==> src/rtl/flit_sink_monitor_if.sv <==
// Valid/ready flit link between a flit source and a flit sink.
// The source drives valid/data and the sink drives ready.
interface flit_sink_monitor_if #(
    parameter int FLIT_W = 60
);
    logic              flit_valid;
    logic [FLIT_W-1:0] flit_data;
    logic              flit_ready;

    modport master (
        output flit_valid,
        output flit_data,
        input  flit_ready
    );

    modport slave (
        input  flit_valid,
        input  flit_data,
        output flit_ready
    );
endinterface

==> src/rtl/flit_sink_monitor.sv <==
// Flit sink: frames packets and counts packets, flits, idles and toggles.
// Optional FLIT_READY_EN: drop ready for STALL_CYCLES after each packet.
module flit_sink_monitor #(
    parameter int FLIT_W       = 60,
    parameter int PAYLOAD      = 20,
    parameter int MAX_GAP      = 16,
    parameter int CNT_W        = 32,
    parameter int STALL_CYCLES = 2
) (
    input  logic                 clk,
    input  logic                 rst,
    flit_sink_monitor_if.slave   link,
    input  logic                 clear,
    output logic                 pkt_done,
    output logic                 pkt_err,
    output logic [CNT_W-1:0]     pkt_count,
    output logic [CNT_W-1:0]     flit_count,
    output logic [CNT_W-1:0]     idle_count,
    output logic [CNT_W-1:0]     err_count,
    output logic [CNT_W-1:0]     toggle_count
);

    localparam int PW = $clog2(FLIT_W + 1);
    localparam int IW = $clog2(PAYLOAD + 1);
    localparam int GW = $clog2(MAX_GAP + 1);

    localparam logic [IW-1:0] LAST_IDX = IW'(PAYLOAD);
    localparam logic [GW-1:0] GAP_LIM  = GW'(MAX_GAP);

    typedef enum logic {
        S_IDLE,
        S_RECV
    } state_t;

    state_t            state_q, state_d;
    logic [IW-1:0]     idx_q, idx_d, idx_inc;
    logic [GW-1:0]     gap_q, gap_d, gap_inc;
    logic              done_q, done_d;
    logic              err_q, err_d;
    logic [FLIT_W-1:0] prev_q;
    logic [PW-1:0]     pop_q;
    logic [CNT_W-1:0]  pkt_q, flit_q, idle_q, errc_q, tog_q;
    logic              ready_w;
    logic              accept;

    function automatic logic [CNT_W-1:0] sat_add(
        input logic [CNT_W-1:0] a,
        input logic [CNT_W-1:0] b
    );
        logic [CNT_W:0] s;
        s = {1'b0, a} + {1'b0, b};
        return s[CNT_W] ? '1 : s[CNT_W-1:0];
    endfunction

    function automatic logic [PW-1:0] popcount(
        input logic [FLIT_W-1:0] v
    );
        logic [PW-1:0] n;
        n = '0;
        for (int i = 0; i < FLIT_W; i++) begin
            n = n + PW'(v[i]);
        end
        return n;
    endfunction

    assign accept  = link.flit_valid && ready_w;
    assign idx_inc = idx_q + IW'(1);
    assign gap_inc = gap_q + GW'(1);

    // Packet framing: index tracking, gap timeout, done/err pulse requests
    always_comb begin
        state_d = state_q;
        idx_d   = idx_q;
        gap_d   = gap_q;
        done_d  = 1'b0;
        err_d   = 1'b0;
        unique case (state_q)
            S_IDLE: begin
                gap_d = '0;
                if (accept) begin
                    if (idx_inc == LAST_IDX) begin
                        done_d = 1'b1;
                        idx_d  = '0;
                    end else begin
                        idx_d   = idx_inc;
                        state_d = S_RECV;
                    end
                end
            end
            S_RECV: begin
                if (accept) begin
                    gap_d = '0;
                    if (idx_inc == LAST_IDX) begin
                        done_d  = 1'b1;
                        idx_d   = '0;
                        state_d = S_IDLE;
                    end else begin
                        idx_d = idx_inc;
                    end
                end else if (gap_inc == GAP_LIM) begin
                    err_d   = 1'b1;
                    idx_d   = '0;
                    gap_d   = '0;
                    state_d = S_IDLE;
                end else begin
                    gap_d = gap_inc;
                end
            end
        endcase
        if (clear) begin
            state_d = S_IDLE;
            idx_d   = '0;
            gap_d   = '0;
            done_d  = 1'b0;
            err_d   = 1'b0;
        end
    end

    // Framing state register and one-cycle result pulses
    always_ff @(posedge clk) begin
        if (rst) begin
            state_q <= S_IDLE;
            idx_q   <= '0;
            gap_q   <= '0;
            done_q  <= 1'b0;
            err_q   <= 1'b0;
        end else begin
            state_q <= state_d;
            idx_q   <= idx_d;
            gap_q   <= gap_d;
            done_q  <= done_d;
            err_q   <= err_d;
        end
    end

    // Last accepted flit; survives clear so toggles stay continuous
    always_ff @(posedge clk) begin
        if (rst) begin
            prev_q <= '0;
        end else if (accept) begin
            prev_q <= link.flit_data;
        end
    end

    // Saturating statistics counters and the two-stage toggle pipeline
    always_ff @(posedge clk) begin
        if (rst || clear) begin
            pkt_q  <= '0;
            flit_q <= '0;
            idle_q <= '0;
            errc_q <= '0;
            tog_q  <= '0;
            pop_q  <= '0;
        end else begin
            if (accept) begin
                flit_q <= sat_add(flit_q, CNT_W'(1));
            end else begin
                idle_q <= sat_add(idle_q, CNT_W'(1));
            end
            if (done_d) begin
                pkt_q <= sat_add(pkt_q, CNT_W'(1));
            end
            if (err_d) begin
                errc_q <= sat_add(errc_q, CNT_W'(1));
            end
            pop_q <= accept ? popcount(link.flit_data ^ prev_q) : '0;
            tog_q <= sat_add(tog_q, CNT_W'(pop_q));
        end
    end

`ifdef FLIT_READY_EN
    localparam int SW = $clog2(STALL_CYCLES + 2);

    logic [SW-1:0] stall_q, stall_d;

    // Stall countdown armed by each completed packet
    always_comb begin
        stall_d = stall_q;
        if (done_d) begin
            stall_d = SW'(STALL_CYCLES);
        end else if (stall_q != '0) begin
            stall_d = stall_q - SW'(1);
        end
    end

    // Stall counter register; clear leaves ready timing untouched
    always_ff @(posedge clk) begin
        if (rst) begin
            stall_q <= '0;
        end else begin
            stall_q <= stall_d;
        end
    end

    assign ready_w = (stall_q == '0);
`else
    assign ready_w = 1'b1;
`endif

    assign link.flit_ready = ready_w;
    assign pkt_done        = done_q;
    assign pkt_err         = err_q;
    assign pkt_count       = pkt_q;
    assign flit_count      = flit_q;
    assign idle_count      = idle_q;
    assign err_count       = errc_q;
    assign toggle_count    = tog_q;

endmodule

==> src/flat_wrapper.sv <==
// flat-port wrapper written by rule: the top's interface ports become plain ports
module flit_sink_monitor_flat 
#(
    parameter int FLIT_W       = 60,
    parameter int PAYLOAD      = 20,
    parameter int MAX_GAP      = 16,
    parameter int CNT_W        = 32,
    parameter int STALL_CYCLES = 2
)
  (clk, rst, clear, pkt_done, pkt_err, pkt_count, flit_count, idle_count, err_count, toggle_count, link_flit_valid, link_flit_data, link_flit_ready);
  flit_sink_monitor_if #(.FLIT_W(FLIT_W)) link_i ();
  input  logic clk;
  input  logic rst;
  input  logic clear;
  output logic pkt_done;
  output logic pkt_err;
  output logic [CNT_W-1:0] pkt_count;
  output logic [CNT_W-1:0] flit_count;
  output logic [CNT_W-1:0] idle_count;
  output logic [CNT_W-1:0] err_count;
  output logic [CNT_W-1:0] toggle_count;
  input wire logic [$bits(link_i.flit_valid)-1:0] link_flit_valid;
  input wire logic [$bits(link_i.flit_data)-1:0] link_flit_data;
  output wire logic [$bits(link_i.flit_ready)-1:0] link_flit_ready;
  assign link_i.flit_valid = link_flit_valid;
  assign link_i.flit_data = link_flit_data;
  assign link_flit_ready = link_i.flit_ready;
  flit_sink_monitor #(.FLIT_W(FLIT_W), .PAYLOAD(PAYLOAD), .MAX_GAP(MAX_GAP), .CNT_W(CNT_W), .STALL_CYCLES(STALL_CYCLES)) u_core (.clk(clk), .rst(rst), .link(link_i), .clear(clear), .pkt_done(pkt_done), .pkt_err(pkt_err), .pkt_count(pkt_count), .flit_count(flit_count), .idle_count(idle_count), .err_count(err_count), .toggle_count(toggle_count));
endmodule
==> config.mk <==
export PLATFORM = sky130hd
export DESIGN_NAME = flit_sink_monitor_flat
export DESIGN_NICKNAME = d
export VERILOG_FILES = /design/src/rtl/flit_sink_monitor_if.sv /design/src/rtl/flit_sink_monitor.sv /design/src/flat_wrapper.sv
export SDC_FILE = /design/constraint.sdc
export NUM_CORES = 1
export LEC_CHECK = 0
export CORE_ASPECT_RATIO = 0.5
export CORE_UTILIZATION = 45
export DETAILED_ROUTE_END_ITERATION = 12
export PLACE_DENSITY = 0.8
export SKIP_CTS_REPAIR_TIMING = 1
export SYNTH_ARGS = -nofsm -noshare
export SYNTH_HDL_FRONTEND = slang
export SYNTH_SLANG_ARGS = --single-unit
==> constraint.sdc <==
create_clock -name clk -period 18.5 [get_ports clk]
set_clock_uncertainty 0.15 [all_clocks]
set_input_delay 4.625 -clock clk [delete_from_list [all_inputs] [get_ports clk]]
set_output_delay 4.625 -clock clk [all_outputs]
set_load 0.005 [all_outputs]
Yosys cells after proc, flatten, opt, wreduce, memory -nomap -nowiden

Index checks and enable logic that the tools add are counted.

Add/subtract/negate cells: 66
Eq/ne operators: 4
Multiplexer cells: 25
Bitwise gates (word level): 3
Reduce and logical (&&, ||, !) cells: 4

Operators with widths:

| operator                                                         | number |
|---|---|
| 6-bit by 1-bit adder with 6-bit output                           | 58 |
| 32-bit 2-to-1 mux                                                | 5 |
| 32-bit by 1-bit adder with 33-bit output (second input constant) | 4 |
| 60-bit XOR                                                       | 1 |
| 32-bit by 6-bit adder with 33-bit output                         | 1 |
| 5-bit 2-to-1 mux                                                 | 6 |
| 5-bit case mux with 2 select lines                               | 2 |
| 1-bit 2-to-1 mux                                                 | 11 |
| 5-bit by 1-bit adder with 5-bit output (second input constant)   | 2 |
| 5-bit equality test (second input constant)                      | 2 |
| 2-bit OR reduction                                               | 2 |
| 3-bit != test (second input constant)                            | 1 |
| 1-bit by 1-bit adder with 2-bit output                           | 1 |
| 2-bit != test (second input constant)                            | 1 |
| 1-bit inverter                                                   | 2 |
| 1-bit case mux with 2 select lines                               | 1 |
| 2-bit AND reduction                                              | 1 |
| 1-bit logical OR                                                 | 1 |

Register bits after elaboration: 239
Input port bits: 64
Output and inout bits: 163
Logic and storage cells: 114

Longest topological paths before layout

Word-level depth: 60
Depth in mapped cells: 21
Mapped depth without buffers: 21

Worst setup path before layout

OpenSTA, ideal clock, no wires.

Path type: input-to-reg
Start: input port link_flit_data[0]
End: register u_core.pop_q[4]
Setup time: 126 ps
Data arrival time: 10529 ps
Required time: 18224 ps
Slack: 7694 ps
Stages: 17
Buffers on the path: 0
Path through: xor2_1 > ha_1 > fa_1 > fa_1 > fa_1 > fa_1 > fa_1 > fa_1 > inv_1 > fa_1 > fa_1 > fa_1 > fa_1 > nand2b_1 > a21oi_1 > o21a_1 > nor3_1

Word-level cells in the longest chain between the ends: 60

Ends and longest elaborated chain:

| element                                               | line                     | RTL |
|---|---|---|
| from (decl)                                           | flat_wrapper.sv:23       | `input wire logic [$bits(link_i.flit_data)-1:0] link_flit_data;` |
| 60-bit XOR                                            | flit_sink_monitor.sv:166 | `pop_q <= accept ? popcount(link.flit_data ^ prev_q) : '0;` |
| 1-bit by 1-bit adder with 2-bit output                | flit_sink_monitor.sv:61  | `n = n + PW'(v[i]);` |
| 6-bit by 1-bit adder with 6-bit output (58 in series) | flit_sink_monitor.sv:61  |  |
| to (signal assigned)                                  | flit_sink_monitor.sv:166 |  |
| to (decl)                                             | flit_sink_monitor.sv:41  | `logic [PW-1:0] pop_q;` |

No other way between the ends.
A chain may end at the register's enable or synchronous reset.

Worst setup path after layout

Ends and elaborated chain as after synthesis.

==> qor.csv <==
metric;value;unit
top_usage_layer;met2;
grt_overflow;0;
slowest_delay;550;ps
cts_tree;yes;
period_minus_slack;11010;ps
grt_pass1_wl;49810;µm
wl_per_cell;15.81;µm
ys_seq_area_share;37.76;%
synth.distinct_cells;72;
timing.critical_path.arrival;11260;ps
clock_path_buffers;3;
totalWireLength;30710;µm
ys_warn_count;0;
grt_max_degree;81;
die_h;120.7;µm
regToRegStartpoint;u_core.prev_q[0];
dp_hpwl;22010;µm
firstDrtPassIters;5;
synth-main-ff-cell;dfxtp_1;
synth_edf_count;0;
fp-row-count;42;
slew_headroom;21.88;%
crit_required;18740;ps
cts_buffers;23;
crit_top_cell;fa_1;
irDropWorstVdd;423.5;µV
start_util;46.82;%
path_cells;clkdlybuf4s50_1 > xor2_1 > ha_1 > fa_1 > fa_1 > fa_1 > fa_1 > fa_1 > fa_1 > inv_1 > fa_1 > fa_1 > fa_1 > fa_1 > nand2b_1 > a21oi_1 > o21a_1 > nor3_1;
power.density;163.7;mW/mm²
clkSinkCount;239;
min_path_cells;1;
grt_pass1_vias;9696;
drc;0;
startpoint_type;input port;
antenna_found_initial;0;
fin_setup_tns;0;ps
maxSlewViolCount;0;
place_ws;6959;ps
outcome;complete, no violations;
drtIter0Drc;597;
avgSynthCellArea;9.324;µm²
worst_pin_slew;1172;ps
ant_nets;0;
finalSetupViolCount;0;
nets;1696;
io_buffer_count;225;
drv_cap;0;
cpMaxStageDelayCell;fa_1;
clk_latency;520;ps
gp_congestion;0.8559;
leakagePower;5.944;nW
synthCells;1359;
syn_area;0.01267;mm²
area_growth;25.72;%
timing.final.crit_share;59.54;%
htree_levels;1;
endpoint;u_core.pop_q[4];
ys_ff_latch;239;
root_buffer;clkbuf_16;
final_hold_viol_count;0;
r2r_end;u_core.pop_q[4];
synth_nets;1501;
crit_type;in2reg;
antenna_cells;0;
cts.clk_slew.worst_paths;70;ps
grt_use_total;21.01;%
ioPinCount;227;
cp_max_fo;2;
reg2reg_depth;17;
global_route.usage.met1;27.88;%
die_w;239.3;µm
ff2ff_setup_slack;11740;ps
fmax;90.79;MHz
use_met3;3.356;%
synthArstFlopShare;0;%
grt_setup_unrepaired;no;
core_area;0.02706;mm²
fp.dieArea;0.02887;mm²
vias_per_cell;5.238;
vias;10172;
layout-drive-gt1-share;5.357;%
hold_path_class;reg2reg;
startpoint;link_flit_data[0];
setup_ws;7485;ps
use_met2;35.23;%
crit_path_end_kind;flip-flop;
-- synthesized netlist by cell type, types with 9 or more instances --
library cell  count  area, µm²
dfxtp_1         239       4785
nor2_1          120      450.4
xor2_1           97      849.6
xnor2_1          84      735.7
a21oi_1          83      415.4
inv_1            78      292.8
nand2_1          70      262.8
mux2i_1          67      670.6
nand3_1          55      275.3
fa_1             51       1021
o21ai_0          45      225.2
clkbuf_1         37      138.9
nor3_1           35      175.2
and3_1           33      206.5
nand4_1          31      193.9
ha_1             27      337.8
and4_1           22      192.7
a21oi_2          20      175.2
a31oi_1          20      125.1
and2_1           14      87.58
buf_2            14      70.07
nor4_1           10      62.56
a211oi_1          9      67.56
-- logic make-up after synthesis --
group,Yosys count,share of synthesized area (%)
and+or+nand+nor,443,18.90
DFF,239,37.76
AOI/OAI and AO/OA,212,10.38
xor gates and xnor gates,181,12.51
buffers and inverters,138,4.404
adders and majority gates,78,10.72
muxes,67,5.293
other,1,0.02960
-- registers in the layout, summed over array words and instances, names as in the netlist --
register,flops
u_core.err_count,32
u_core.flit_count,32
u_core.gap_q,5
u_core.idle_count,32
u_core.idx_q,5
u_core.pkt_count,32
u_core.pkt_done,1
u_core.pkt_err,1
u_core.pop_q,6
u_core.prev_q,60
u_core.state_q,1
u_core.toggle_count,32
-- power by group --
part | switching (W) | internal [W] | total [W]
Sequential | 0.00000748 | 0.000530 | 0.000538
Combinational | 0.000847 | 0.000730 | 0.00158
Clock | 0.000205 | 0.000287 | 0.000493
-- stage by stage --
stage               area, µm²  total power (W)  util, %  cells  hold WS (ps)
floorplan               12670         0.001852        -   1359         294.6
global placement        15160         0.002081    56.02   1903         310.9
detailed placement      15160         0.002151    56.02   1903         329.5
finish                  15930         0.002607    58.86   1942         339.8
global route            15930         0.002986    58.86   1942         368.0
CTS                     15930         0.002650    58.86   1942         346.2
-- layout make-up --
class / count / area [µm²]
clock buffers: 32 / 649.4
inverters: 78 / 292.8
flip-flops and latches: 239 / 4785
repair buffers: 230 / 2282
multi-input cells: 982 / 7333
clock inverters: 7 / 120.1
fillers: 2333 / 11130
well taps: 374 / 467.9
-- layout by cell type, fill, tap and decap left out, types with 4 or more instances in the layout --
| cell | n |
|---|---|
| and4_1 | 22 |
| clkbuf_1 | 5 |
| ha_1 | 27 |
| clkbuf_16 | 23 |
| a211oi_1 | 9 |
| clkbuf_8 | 4 |
| nand2b_1 | 5 |
| a21o_1 | 4 |
| nor2_1 | 119 |
| a31oi_1 | 20 |
| and3_1 | 33 |
| o21a_1 | 4 |
| mux2i_1 | 67 |
| a21oi_1 | 83 |
| o21ai_0 | 45 |
| fa_1 | 51 |
| dfxtp_1 | 239 |
| and4b_1 | 4 |
| xnor2_1 | 84 |
| nand2_1 | 70 |
| nor3b_1 | 4 |
| nor4_1 | 10 |
| or3_1 | 4 |
| buf_4 | 6 |
| xor2_1 | 97 |
| nand4_1 | 31 |
| nand3_1 | 55 |
| nor2b_1 | 6 |
| a311oi_1 | 5 |
| inv_1 | 78 |
| and2_1 | 14 |
| a21oi_2 | 20 |
| clkdlybuf4s50_1 | 223 |
| nor3_1 | 35 |
-- worst min path at each step --
stage	to	start	slack, ps
floorplan	u_core.gap_q[0]	u_core.gap_q[0]	290
global placement	u_core.gap_q[0]	u_core.gap_q[0]	310
detailed placement	u_core.toggle_count[26]	u_core.toggle_count[26]	330
CTS	u_core.gap_q[0]	u_core.gap_q[0]	350
global route	u_core.toggle_count[26]	u_core.toggle_count[26]	370
finish	u_core.gap_q[0]	u_core.gap_q[0]	340
-- critical path, delay by kind of cell --
kind            cells  cell delay, ps
buf+inv             2             580
compound gates      2             320
xor+xnor            1             180
fa+ha+maj          11            5340
simple gates        2             200
-- routing by layer --
metal / vias up / routed length (µm)
li1: 5074 / -
met5: - / 0
met4: 0 / 882
met2: 176 / 14700
met3: 58 / 1094
met1: 4864 / 14030
No activity file was read; power rests on OpenSTA's default activity.
